**src/rtl/pixel_word_packer.sv**
```systemverilog
// pixel_word_packer: requests a frame from the test-image source, packs 8-bit pixels 4-per-word, queues addressed 32-bit words for the frame-buffer writer.
// Latency: the 4th pixel accept pushes the word into the FIFO; wr_valid rises on the next cycle (registered FIFO storage).
// Backpressure: in_ready drops when the FIFO is full and no pop is happening in the same cycle; wr_addr/wr_data hold while wr_ready is low.
//
// Ports:
//   clock, reset            system clock, synchronous active-high reset
//   frame_start             one-cycle request to capture a frame, ignored while busy
//   busy, frame_done        frame in progress / one-cycle pulse after the last word handshake
//   src_start/src_start_ack start handshake toward the image source
//   in_valid/in_ready/in_pixel   8-bit pixel stream from the source
//   wr_valid/wr_ready/wr_addr/wr_data   addressed word writes toward memory
// Optional build macro PIXEL_PACKER_STATS_EN adds stall_cycles and src_idle_cycles outputs.
module pixel_word_packer #(
    parameter int                    FRAME_PIXELS = 480000,
    parameter int                    ADDR_WIDTH   = 17,
    parameter logic [ADDR_WIDTH-1:0] BASE_ADDR    = '0,
    parameter int                    FIFO_DEPTH   = 4
) (
    input  logic                  clock,
    input  logic                  reset,
    input  logic                  frame_start,
    output logic                  busy,
    output logic                  frame_done,
    output logic                  src_start,
    input  logic                  src_start_ack,
    input  logic                  in_valid,
    output logic                  in_ready,
    input  logic [7:0]            in_pixel,
    output logic                  wr_valid,
    input  logic                  wr_ready,
    output logic [ADDR_WIDTH-1:0] wr_addr,
    output logic [31:0]           wr_data
`ifdef PIXEL_PACKER_STATS_EN
    ,
    output logic [31:0]           stall_cycles,
    output logic [31:0]           src_idle_cycles
`endif
);

    localparam int PTR_W = (FIFO_DEPTH > 2) ? $clog2(FIFO_DEPTH) : 1;
    localparam int CNT_W = $clog2(FIFO_DEPTH + 1);
    localparam int PIX_W = $clog2(FRAME_PIXELS + 1);

    localparam logic [CNT_W-1:0] FIFO_FULL    = CNT_W'(FIFO_DEPTH);
    localparam logic [CNT_W-1:0] FIFO_ONE     = CNT_W'(1);
    localparam logic [PIX_W-1:0] LAST_PIX_IDX = PIX_W'(FRAME_PIXELS - 1);

    localparam logic [2:0] S_IDLE   = 3'd0;
    localparam logic [2:0] S_REQ    = 3'd1;
    localparam logic [2:0] S_DROP   = 3'd2;
    localparam logic [2:0] S_STREAM = 3'd3;
    localparam logic [2:0] S_DRAIN  = 3'd4;

    logic [2:0]            state_q, state_d;
    logic [PIX_W-1:0]      pix_cnt_q, pix_cnt_d;
    logic [1:0]            lane_q, lane_d;
    // Lanes 0..2 only; lane 3 goes straight from in_pixel into the FIFO entry.
    logic [23:0]           pack_q, pack_d;
    logic [ADDR_WIDTH-1:0] addr_q, addr_d;
    logic                  frame_done_q, frame_done_d;

    logic [31:0]           fifo_data_q [FIFO_DEPTH];
    logic [ADDR_WIDTH-1:0] fifo_addr_q [FIFO_DEPTH];
    logic [PTR_W-1:0]      rd_ptr_q, wr_ptr_q;
    logic [CNT_W-1:0]      count_q;

    logic        frame_accept;
    logic        accept;
    logic        push;
    logic        pop;
    logic        last_pixel;
    logic [31:0] push_data;

    assign frame_accept = (state_q == S_IDLE) && frame_start;
    assign wr_valid     = (count_q != '0);
    assign pop          = wr_valid && wr_ready;
    // A same-cycle pop frees an entry, so a full FIFO can still take a pixel.
    assign in_ready     = (state_q == S_STREAM) && ((count_q != FIFO_FULL) || pop);
    assign accept       = in_valid && in_ready;
    assign push         = accept && (lane_q == 2'd3);
    assign push_data    = {in_pixel, pack_q};
    assign last_pixel   = accept && (pix_cnt_q == LAST_PIX_IDX);

    assign busy       = (state_q != S_IDLE);
    assign src_start  = (state_q == S_REQ);
    assign frame_done = frame_done_q;
    // Gate the head entry so the outputs read as idle values whenever the FIFO is empty.
    assign wr_data    = wr_valid ? fifo_data_q[rd_ptr_q] : 32'd0;
    assign wr_addr    = wr_valid ? fifo_addr_q[rd_ptr_q] : addr_q;

    always_comb begin
        state_d      = state_q;
        frame_done_d = 1'b0;
        case (state_q)
            S_IDLE:   if (frame_start)    state_d = S_REQ;
            S_REQ:    if (src_start_ack)  state_d = S_DROP;
            S_DROP:   if (!src_start_ack) state_d = S_STREAM;
            S_STREAM: if (last_pixel)     state_d = S_DRAIN;
            S_DRAIN: begin
                // Nothing is pushed in DRAIN, so popping the last entry empties the FIFO.
                if (pop && (count_q == FIFO_ONE)) begin
                    state_d      = S_IDLE;
                    frame_done_d = 1'b1;
                end
            end
            default:                      state_d = S_IDLE;
        endcase
    end

    always_comb begin
        pix_cnt_d = pix_cnt_q;
        lane_d    = lane_q;
        pack_d    = pack_q;
        addr_d    = addr_q;
        if (frame_accept) begin
            pix_cnt_d = '0;
            lane_d    = 2'd0;
            pack_d    = 24'd0;
            addr_d    = BASE_ADDR;
        end else if (accept) begin
            pix_cnt_d = pix_cnt_q + PIX_W'(1);
            lane_d    = lane_q + 2'd1;
            case (lane_q)
                2'd0:    pack_d[7:0]   = in_pixel;
                2'd1:    pack_d[15:8]  = in_pixel;
                2'd2:    pack_d[23:16] = in_pixel;
                default: pack_d        = pack_q;
            endcase
            if (push) begin
                addr_d = addr_q + ADDR_WIDTH'(1);
            end
        end
    end

    always_ff @(posedge clock) begin
        if (reset) begin
            state_q      <= S_IDLE;
            pix_cnt_q    <= '0;
            lane_q       <= 2'd0;
            pack_q       <= 24'd0;
            addr_q       <= BASE_ADDR;
            frame_done_q <= 1'b0;
            rd_ptr_q     <= '0;
            wr_ptr_q     <= '0;
            count_q      <= '0;
        end else begin
            state_q      <= state_d;
            pix_cnt_q    <= pix_cnt_d;
            lane_q       <= lane_d;
            pack_q       <= pack_d;
            addr_q       <= addr_d;
            frame_done_q <= frame_done_d;
            if (push) begin
                wr_ptr_q <= wr_ptr_q + PTR_W'(1);
            end
            if (pop) begin
                rd_ptr_q <= rd_ptr_q + PTR_W'(1);
            end
            case ({push, pop})
                2'b10:   count_q <= count_q + CNT_W'(1);
                2'b01:   count_q <= count_q - CNT_W'(1);
                default: count_q <= count_q;
            endcase
        end
    end

    // Storage needs no reset: entries are only visible once written and counted.
    always_ff @(posedge clock) begin
        if (push) begin
            fifo_data_q[wr_ptr_q] <= push_data;
            fifo_addr_q[wr_ptr_q] <= addr_q;
        end
    end

`ifdef PIXEL_PACKER_STATS_EN
    logic [31:0] stall_q;
    logic [31:0] idle_q;

    always_ff @(posedge clock) begin
        if (reset || frame_accept) begin
            stall_q <= 32'd0;
            idle_q  <= 32'd0;
        end else begin
            if (wr_valid && !wr_ready && (stall_q != 32'hFFFF_FFFF)) begin
                stall_q <= stall_q + 32'd1;
            end
            // in_ready already implies STREAM.
            if (in_ready && !in_valid && (idle_q != 32'hFFFF_FFFF)) begin
                idle_q <= idle_q + 32'd1;
            end
        end
    end

    assign stall_cycles    = stall_q;
    assign src_idle_cycles = idle_q;
`endif

endmodule
```
**config.mk**
```make
export PLATFORM = sky130hd
export DESIGN_NAME = pixel_word_packer
export DESIGN_NICKNAME = d
export VERILOG_FILES = /design/src/rtl/pixel_word_packer.sv
export SDC_FILE = /design/constraint.sdc
export NUM_CORES = 1
export LEC_CHECK = 0
export CORE_ASPECT_RATIO = 1.1
export CORE_UTILIZATION = 55
export CTS_BUF_LIST = sky130_fd_sc_hd__clkbuf_8
export DETAILED_ROUTE_END_ITERATION = 10
export GPL_TIMING_DRIVEN = 0
export PLACE_DENSITY_LB_ADDON = 0.05
export REMOVE_ABC_BUFFERS = 1
export SETUP_SLACK_MARGIN = 0.1
export SLEW_MARGIN = 20
export SYNTH_ARGS = -nofsm -noshare
export SYNTH_HDL_FRONTEND = slang
export SYNTH_SLANG_ARGS = --single-unit
```
**constraint.sdc**
```tcl
create_clock -name clock -period 3.3 [get_ports clock]
set_input_delay 0.495 -clock clock [delete_from_list [all_inputs] [get_ports clock]]
set_output_delay 0.495 -clock clock [all_outputs]
set_load 0.005 [all_outputs]
```
==> summary.txt <==
status: completed
CTS Buffer Depth: 3
crit end category: output pin
Max IR drop VDD: 0.000359 V
synth warn: 0
H-tree levels: 2
pin count of the biggest net entering global routing: 54
Synth cell types: 37
vias in the first global route: 6337
Initial Utilization: 56.3%
Seq/Total Area, Yosys: 68.5%
ys flop type: edfxtp_1
total negative setup slack: 0 ns
Pwr Total: 0.00741 W
Pins Over Slew Limit: 0
Critical Path AT: 2.50 ns
Nets: 826
final worst slack: 0.307 ns
Core Area: 19200 um^2
drt total wl: 20800 um
Placed Cells: 988
Initial DRT Pass Iterations: 5
Worst Hold Class: reg2reg
Clock Sinks: 271
GRT Overall Usage: 21.2%
filler instances: 1354
WP data required: 2.80 ns
DR iter-0 viols: 351
routed wire length per instance: 19.3 um
number of synthesized flops with an enable pin: 196
Power Density: 580 nW/um^2
commonest non-fill, non-tap cell in the layout: edfxtp_1
Hold Fails Final Rpt: 0
Reg area: 7390 um^2
Clock Root Buffer: clkbuf_8
# diodes: 0
Min Clock Period, post-route: 2.99 ns
Static Leak: 4.25 nW
most frequent cells in the layout: edfxtp_1 (196), dfxtp_1 (73), clkdlybuf4s50_1 (67)
area of the die: 20200 um^2
multi-input combinational cell area: 3270 um^2
Final Cycle Share: 90.7%
hold_buf cts: 0
clk_lat worst skew: 0.53 ns
RSZ-0062 raised after global routing: no
max_slew headroom: 53.1%
area grow syn2layout: 18.5%
initial antenna violation count: 0
Overflow after GRT: 0
Final Skew: 0.0195 ns
maxcap violations: 0
io pins: 68
first-pass GRT wire length: 32400 um
via/cell ratio: 5.65
Setup Slack @ Placement: -0.170 ns
# DRC: 0
Fmax: 334 MHz
Die W: 136 um
critical path peak fanout: 13
I/O Buffers: 67
final-report setup violation count: 0
asr flop ratio synth: 0%
CTS Buf Count: 43
Worst Max-Slew Pin Slew: 0.700 ns
Post-Synthesis Cell Area: 10800 um^2
CTS tree: yes
vias: 6088
DRT antenna net count: 0
Syn Inst Count: 700
Avg Inst Size Synth: 15.4 um^2
Worst-path clk slew: 0.06 ns
die height: 149 um
Crit Path Category: reg2out
Non-Filler Instances: 1077
share of cells above drive strength 1: 18.6%
post-DP HPWL: 11900 um
flops & latches, synth: 271
placer congestion estimate: 0.778
Worst setup SP type: flop
Rows: 53
==> layout make-up <==
cell class              count  area share (%)
flip-flops and latches    271            57.9
inverters                  11           0.323
clock buffers              48            5.17
multi-input cells         384            25.5
repair buffers             86            7.48
clock inverters            30            1.21
well taps                 247            2.42
==> critical path: stages, from the launching register on <==
cell and delay, ns:
dfxtp_1 0.40, inv_1 0.10, ha_2 0.28, nand2b_2 0.36, mux2_2 0.39, clkdlybuf4s50_1 0.44
==> Yosys cell counts (15+ instances only) <==
cell	count	area share [%]
a21oi_1	32	1.5
and2_1	35	2.0
buf_2	18	0.84
clkbuf_1	18	0.63
dfxtp_1	75	14
edfxtp_1	196	55
ha_1	15	1.7
mux2_2	15	1.6
mux4_2	49	10
nand2_1	42	1.5
nand3_1	37	1.7
nand4_1	17	0.99
nor2_1	48	1.7
xor2_1	26	2.1
==> routing by layer <==
metal	track usage (%)	vias up	share of wire (%)
met5	0	-	0
met4	6.74	0	2.0
met3	3.64	38	4.4
met2	37.1	147	51
met1	26.9	3058	43
li1	-	2845	-
==> sequential cells by signal, summed over array words and instances, names as in the netlist, named ones only <==
signal       count
lane_q           2
wr_ptr_q         2
fifo_data_q    128
addr_q          17
fifo_addr_q     68
state_q          3
pix_cnt_q       19
frame_done       1
pack_q          24
count_q          3
rd_ptr_q         2
==> cells by family after synthesis <==
family          count (synthesis)  synth area share, %
flops                         271                 68.5
xor+xnor                       36                 2.92
buf+inv                        47                 1.84
compound gates                 45                 2.23
simple gates                  218                 10.6
fa+ha+maj                      15                 1.74
mux                            68                 12.2
==> final timing paths <==
path	from	endpoint	slack [ns]	depth (start not counted)
setup / recovery	count_q[0]	wr_addr[5]	0.31	5
setup reg to reg	count_q[0]	count_q[2]	0.54	8
hold / removal	pack_q[9]	fifo_data_q[1][9]	0.49	0
hold reg to reg	pack_q[9]	fifo_data_q[1][9]	0.49	0
==> per-stage QoR <==
| stage | hold WS (ns) | utilization [%] | instance area (um^2) |
|---|---|---|---|
| final | 0.494 | 66.7 | 12800 |
| after global routing | 0.518 | 66.7 | 12800 |
| after CTS | 0.494 | 66.4 | 12700 |
| after detailed placement | 0.484 | 61.9 | 11900 |
| after global placement | 0.470 | 60.6 | 11600 |
| after floorplan | 0.458 | - | 10600 |
==> repair_timing <==
action | in CTS | in global routing
gates resized for setup | 0 | 2
pin swaps | 1 | 1
setup buffers | 3 | 6
gates cloned | 0 | 2
setup endpoints to repair | 42 | 22
==> where the power goes <==
group | switching, W | internal (W) | total [W] | leakage [nW]
Sequential | 0.0000426 | 0.00364 | 0.00368 | 2.41
Combinational | 0.000490 | 0.000604 | 0.00109 | 1.36
Clock | 0.00122 | 0.00141 | 0.00264 | 0.480
(Power assumes the default switching activity.)
